## config.mk

```make
export PLATFORM = sky130hd
export DESIGN_NAME = nw_job_arbiter
export DESIGN_NICKNAME = d
export VERILOG_FILES = /design/src/rtl/nw_pkg.sv /design/src/rtl/nw_rr_arbiter.sv /design/src/rtl/nw_job_arbiter.sv
export SDC_FILE = /design/constraint.sdc
export NUM_CORES = 1
export LEC_CHECK = 0
export CAP_MARGIN = 5
export CORE_AREA = 3 3 187 189
export DETAILED_ROUTE_END_ITERATION = 16
export DIE_AREA = 0 0 190 192
export GPL_TIMING_DRIVEN = 0
export HOLD_SLACK_MARGIN = 0.12
export PLACE_DENSITY = 0.63
export SLEW_MARGIN = 20
export SYNTH_ARGS = -nofsm -noshare
export SYNTH_HDL_FRONTEND = slang
export SYNTH_HIERARCHICAL = 1
export SYNTH_SLANG_ARGS = --single-unit
export TNS_END_PERCENT = 50
```

## constraint.sdc

```tcl
create_clock -name clk -period 3.2 [get_ports clk]
set_input_delay 0.32 -clock clk [delete_from_list [all_inputs] [get_ports clk]]
set_output_delay 0.32 -clock clk [all_outputs]
set_load 0.02 [all_outputs]
```

## src/rtl/nw_pkg.sv

```systemverilog
// Shared definitions for the Needleman-Wunsch job arbiter: base encoding,
// arbiter FSM states, default sequence geometry and a width helper.
package nw_pkg;

    localparam logic [1:0] BASE_A = 2'b00;
    localparam logic [1:0] BASE_T = 2'b01;
    localparam logic [1:0] BASE_G = 2'b10;
    localparam logic [1:0] BASE_C = 2'b11;

    localparam int DEF_REF_LEN    = 15;
    localparam int DEF_QUERY_LEN  = 10;
    localparam int DEF_BASE_WIDTH = 2;

    typedef enum logic [1:0] {
        IDLE  = 2'd0,
        START = 2'd1,
        RUN   = 2'd2,
        RESP  = 2'd3
    } nw_state_t;

    // Bits needed to index n items, never less than 1.
    function automatic int nw_clog2(input int n);
        int w;
        w = 0;
        for (int v = n - 1; v > 0; v = v >> 1) begin
            w = w + 1;
        end
        return (w < 1) ? 1 : w;
    endfunction

endpackage

```

## src/rtl/nw_rr_arbiter.sv

```systemverilog
// Combinational round-robin grant: first asserted request at or after the
// pointer, searching upward and wrapping modulo NUM_REQ.
module nw_rr_arbiter
    import nw_pkg::*;
#(
    parameter int NUM_REQ = 4,
    parameter int ID_W    = nw_clog2(NUM_REQ)
) (
    input  logic [NUM_REQ-1:0] req_valid,
    input  logic [ID_W-1:0]    ptr,
    output logic               grant_valid,
    output logic [ID_W-1:0]    grant_id
);

    logic [ID_W:0]   sum;
    logic [ID_W-1:0] idx;

    // Scan offsets from farthest to nearest so the nearest requester wins.
    always_comb begin
        grant_valid = 1'b0;
        grant_id    = '0;
        sum         = '0;
        idx         = '0;
        for (int k = NUM_REQ - 1; k >= 0; k--) begin
            sum = {1'b0, ptr} + (ID_W + 1)'(k);
            if (sum >= (ID_W + 1)'(NUM_REQ)) begin
                sum = sum - (ID_W + 1)'(NUM_REQ);
            end
            idx = sum[ID_W-1:0];
            if (req_valid[idx]) begin
                grant_valid = 1'b1;
                grant_id    = idx;
            end
        end
    end

endmodule

```

## src/rtl/nw_job_arbiter.sv

```systemverilog
// Shares one Needleman-Wunsch core between NUM_REQ requesters: round-robin
// grant, latch the winner's sequences, pulse core start, wait for done or
// timeout, then hold the tagged result until the consumer accepts it.
module nw_job_arbiter
    import nw_pkg::*;
#(
    parameter int NUM_REQ     = 4,
    parameter int REF_LEN     = DEF_REF_LEN,
    parameter int QUERY_LEN   = DEF_QUERY_LEN,
    parameter int BASE_WIDTH  = DEF_BASE_WIDTH,
    parameter int ALIGN_LEN   = REF_LEN + QUERY_LEN,
    parameter int TIMEOUT_CYC = 1024,
    parameter int ID_W        = nw_clog2(NUM_REQ)
) (
    input  logic                                  clk,
    input  logic                                  rst,
    input  logic [NUM_REQ-1:0]                    req_valid,
    output logic [NUM_REQ-1:0]                    req_ready,
    input  logic [NUM_REQ*REF_LEN*BASE_WIDTH-1:0] req_ref_seq,
    input  logic [NUM_REQ*QUERY_LEN*BASE_WIDTH-1:0] req_query_seq,
    output logic                                  core_start,
    output logic [REF_LEN*BASE_WIDTH-1:0]         core_ref_seq,
    output logic [QUERY_LEN*BASE_WIDTH-1:0]       core_query_seq,
    input  logic                                  core_done,
    input  logic [ALIGN_LEN*BASE_WIDTH-1:0]       core_aligned_ref,
    input  logic [ALIGN_LEN*BASE_WIDTH-1:0]       core_aligned_query,
    input  logic [7:0]                            core_alignment_length,
    output logic                                  rsp_valid,
    input  logic                                  rsp_ready,
    output logic [ID_W-1:0]                       rsp_id,
    output logic [ALIGN_LEN*BASE_WIDTH-1:0]       rsp_aligned_ref,
    output logic [ALIGN_LEN*BASE_WIDTH-1:0]       rsp_aligned_query,
    output logic [7:0]                            rsp_length,
    output logic                                  rsp_timeout,
    output logic                                  busy
);

    localparam int REF_BITS = REF_LEN * BASE_WIDTH;
    localparam int QRY_BITS = QUERY_LEN * BASE_WIDTH;
    // One extra count of headroom so the increment on the final RUN cycle cannot wrap.
    localparam int CNT_W    = nw_clog2(TIMEOUT_CYC + 1);

    nw_state_t          state;
    logic [ID_W-1:0]    ptr;
    logic [CNT_W-1:0]   cnt;
    logic               grant_valid;
    logic [ID_W-1:0]    grant_id;
    logic [REF_BITS-1:0] sel_ref;
    logic [QRY_BITS-1:0] sel_query;

    nw_rr_arbiter #(
        .NUM_REQ (NUM_REQ),
        .ID_W    (ID_W)
    ) u_rr (
        .req_valid   (req_valid),
        .ptr         (ptr),
        .grant_valid (grant_valid),
        .grant_id    (grant_id)
    );

    // Accept is offered only in IDLE, and never while reset is asserted.
    always_comb begin
        req_ready = '0;
        if (rst && (state == IDLE) && grant_valid) begin
            req_ready[grant_id] = 1'b1;
        end
    end

    // Select the granted requester's sequence slots.
    always_comb begin
        sel_ref   = '0;
        sel_query = '0;
        for (int i = 0; i < NUM_REQ; i++) begin
            if (grant_id == ID_W'(i)) begin
                sel_ref   = req_ref_seq[i*REF_BITS +: REF_BITS];
                sel_query = req_query_seq[i*QRY_BITS +: QRY_BITS];
            end
        end
    end

    // Job FSM with registered core and response outputs.
    always_ff @(posedge clk) begin
        if (!rst) begin
            state             <= IDLE;
            ptr               <= '0;
            cnt               <= '0;
            core_start        <= 1'b0;
            core_ref_seq      <= '0;
            core_query_seq    <= '0;
            rsp_valid         <= 1'b0;
            rsp_id            <= '0;
            rsp_aligned_ref   <= '0;
            rsp_aligned_query <= '0;
            rsp_length        <= '0;
            rsp_timeout       <= 1'b0;
            busy              <= 1'b0;
        end else begin
            core_start <= 1'b0;
            case (state)
                IDLE: begin
                    if (grant_valid) begin
                        core_ref_seq   <= sel_ref;
                        core_query_seq <= sel_query;
                        rsp_id         <= grant_id;
                        ptr            <= (grant_id == ID_W'(NUM_REQ - 1)) ? '0 : grant_id + 1'b1;
                        core_start     <= 1'b1;
                        busy           <= 1'b1;
                        state          <= START;
                    end
                end
                START: begin
                    cnt   <= '0;
                    state <= RUN;
                end
                RUN: begin
                    cnt <= cnt + 1'b1;
                    // Done wins over a timeout landing on the same cycle.
                    if (core_done) begin
                        rsp_aligned_ref   <= core_aligned_ref;
                        rsp_aligned_query <= core_aligned_query;
                        rsp_length        <= core_alignment_length;
                        rsp_timeout       <= 1'b0;
                        rsp_valid         <= 1'b1;
                        state             <= RESP;
                    end else if (cnt == CNT_W'(TIMEOUT_CYC - 1)) begin
                        rsp_aligned_ref   <= '0;
                        rsp_aligned_query <= '0;
                        rsp_length        <= '0;
                        rsp_timeout       <= 1'b1;
                        rsp_valid         <= 1'b1;
                        state             <= RESP;
                    end
                end
                RESP: begin
                    if (rsp_ready) begin
                        rsp_valid <= 1'b0;
                        busy      <= 1'b0;
                        state     <= IDLE;
                    end
                end
                default: state <= IDLE;
            endcase
        end
    end

endmodule

```

==> flow_summary.toml <==
[floorplanning]
dieArea_mm2 = 0.03648
core_mm2 = 0.03345
initial_core_util_pct = 22.95
fp.dieH_um = 192
ios = 484
die_w_um = 190
rows = 67

[setup_path]
critPathMaxFanout = 10
path_delay_family = "buffers and inverters"
rr_startpoint = "ptr[0]"
endpoint_kind = "output port"
crit_type = "reg -> out"
endpoint = "req_ready[0]"
crit_required_ps = 2880
reg2reg_depth = 11
reg2reg_slack_ps = 390
crit_buf_inv = 4
crit_slowest_cell = "dfxtp_2"
worst_path_largest_cell_delay_ps = 360
crit_start = "ptr[1]"
reg2reg_to = "core_query_seq[18]"
arrival_ps = 2760
cp_common_cell = "buf_4"
crit_cells = 9
path_cells = "nand2b_1 > a21oi_1 > a211oi_4 > inv_1 > ha_2 > buf_4 > buf_4 > and3_1 > dlygate4sd2_1"
start_kind = "flip-flop"

[cts]
h-tree-depth = 4
postCtsHoldBufs = 0
worstSkewPairLatency_ps = 450
clkTransAtPathRegs_ps = 80
cts-root-buf = "clkbuf_16"
cts_tree = "built"
clock_path_buffers = 2
cts.sinks = 179
numCtsBuffers = 17

[detailed_routing]
ant_nets = 0
drtIter0Drc = 352
dr.pass1.iters = 5
drc = 0
vias = 8500
vias_per_cell = 4.746
wl_mm = 35.12
wire_per_inst_um = 19.61

[yosys]
synthCells = 828
post-synth-top-count-cell = "dfxtp_1"
avgSynthCellArea_um2 = 9.271
ys.flop_type = "dfxtp_1"
syn_area_mm2 = 0.007676
synth_cell_types = 38
synthArstFlopShare_pct = 0
synthesis.nets = 1153
ys_top_cells_by_count = "179 x dfxtp_1, 110 x a21oi_1, 108 x a22o_1, 59 x clkbuf_1, 59 x inv_1"
synth_top_cell_area_share_pct = 46.68
synth_seq_area_share_pct = 46.68
synth.area.top_cells = "dfxtp_1 47%, a22o_1 12%, a21oi_1 7.2%"
yosysWarnings = 6
synth-seq-cells = 179
synth-edff-count = 0
post-synth-top-area-cell = "dfxtp_1"

[cells_and_area]
layout.nets = 1654
area_delta_synth_final_pct = 79.25
ff_latch_area_mm2 = 0.003585
final_cell_area_mm2 = 0.01376
multiInputGateArea_mm2 = 0.003572
nFillCells = 3239
drive_above_1_share_pct = 4.545

[sta]
hold_violations = 0
drv_slew = 0
slew_headroom_pct = 49.91
finalSetupTns_ps = 0
worst_pin_slew_ps = 751.4
fin_skew_ps = 12.94
fmax_mhz = 324.3
fin_crit_ps = 3083
setup_violations = 0
finalCritPeriodShare_pct = 96.36

[outcome]
status = "finished, final reports clean"

[placed_design]
dp_hpwl_mm = 27.48
place_area_mm2 = 0.01307
numPortBuffers = 483
place_congestion = 0.8613

[flow_run]
cap_violations = 0

[power_and_ir_drop]
p_leak_uw = 0.005300
ir_worst_vdd_mv = 0.3611
power.density_mw_per_mm2 = 767.8
p_total_uw = 10560

[global_routing]
gr-total-overflow = 0
grt_pass1_vias = 8778
grt_max_degree = 22
antenna_found_initial = 0
grt_pass1_wl_mm = 51.58
grt_usage_pct = 18.34

[worst_hold_path]
min_path_type = "in -> reg"
## cell families after synthesis
kind of cell / share of synthesized area, %
flops: 46.68
simple gates: 7.775
fa+ha+maj: 1.467
buf+inv: 7.335
xor+xnor: 0.9128
mux: 0.2608
compound gates: 35.57
## flip-flops by register name, summed over array words and instances, names as in the netlist
register / count
rsp_timeout: 1
rsp_aligned_ref: 50
rsp_id: 2
ptr: 2
core_query_seq: 20
busy: 1
rsp_length: 8
core_start: 1
core_ref_seq: 30
cnt: 11
rsp_aligned_query: 50
state: 2
rsp_valid: 1
## worst min path at each step
stage,slack (ps),cells past startpoint,end,start
6_report,450,2,rsp_aligned_ref[46],core_aligned_ref[46]
5_1_grt,430,2,rsp_length[7],core_alignment_length[7]
4_1_cts,420,2,rsp_length[3],core_alignment_length[3]
3_5_place_dp,460,2,rsp_id[0],rsp_id[0]
3_3_place_gp,450,2,rsp_id[0],rsp_id[0]
2_1_floorplan,420,1,rsp_timeout,core_done
## metrics by stage
step	worst slack [ps]	instances	util, %	hold WS, ps
after floorplan	940.5	828	-	422.2
after global placement	-654.8	1759	39.08	445.7
after detailed placement	-793.4	1759	39.08	456.9
after CTS	-198.1	1787	40.96	424.3
after global routing	-37.48	1790	41.13	427.6
final	116.5	1791	41.14	449.0
## cells in the final DEF (no fill, tap or decap), types with 2 or more instances in the layout
cell,synthesis,routed
dfxtp_1,179,178
clkinv_4,0,2
xor2_1,5,5
ha_1,9,6
xnor2_1,3,3
buf_4,0,6
ha_4,0,2
nand2_1,15,15
a21oi_1,110,110
a211oi_1,2,2
or3_1,3,3
inv_6,0,2
clkbuf_1,59,54
mux2i_1,2,2
a221oi_1,50,50
clkinv_8,0,3
clkdlybuf4s50_1,0,481
a22o_1,108,108
nand4_1,4,4
inv_8,0,4
clkbuf_16,0,17
buf_1,7,5
nor2_1,15,14
nor2b_1,49,49
a211o_1,50,50
nor3_1,2,2
inv_1,59,59
and4_1,2,2
buf_6,3,4
nand3_1,4,4
buf_2,12,10
nand2b_1,2,2
o21ai_0,54,54
and3_1,6,6
o211ai_1,2,2
and2_1,2,2
## worst register-to-register path: cells and delay by family (launching register included)
| kind | cells | cell delay [ps] |
|---|---|---|
| DFF | 1 | 350 |
| and+or+nand+nor | 3 | 420 |
| AOI/OAI and AO/OA | 4 | 980 |
| adders and majority gates | 1 | 140 |
| buffers and inverters | 3 | 820 |
## report_power, final
part / total (µW) / internal (µW) / switching [µW]
Sequential: 3060 / 2760 / 297
Clock: 2190 / 1130 / 1060
Combinational: 5310 / 2340 / 2970
Total: 10600 / 6230 / 4330
## area by class of cell
class | count | share of cell area (%)
antenna | 1 | 0.01819
buffer | 76 | 2.464
inverter | 59 | 1.610
timing repair buffer | 487 | 35.36
clock inverter | 15 | 1.364
sequential | 179 | 26.05
multi-input combinational | 509 | 25.96
clock buffer | 17 | 3.092
tap | 448 | 4.074
## routing by layer
layer / share of wire, % / track usage (%) / vias to the layer above
met2: 49 / 31.44 / 356
met5: 0 / 0 / -
li1: - / - / 4080
met3: 9.0 / 6.954 / 57
met4: 2.9 / 6.454 / 0
met1: 39 / 20.90 / 4007
## what timing repair did
action / 4_1_cts / 5_1_grt
buffers inserted: 0 / 4
pin swaps: 0 / 2
gates resized for setup: 12 / 8
endpoints found under the setup margin: 4 / 14
Power figures use the tool's default switching activity.
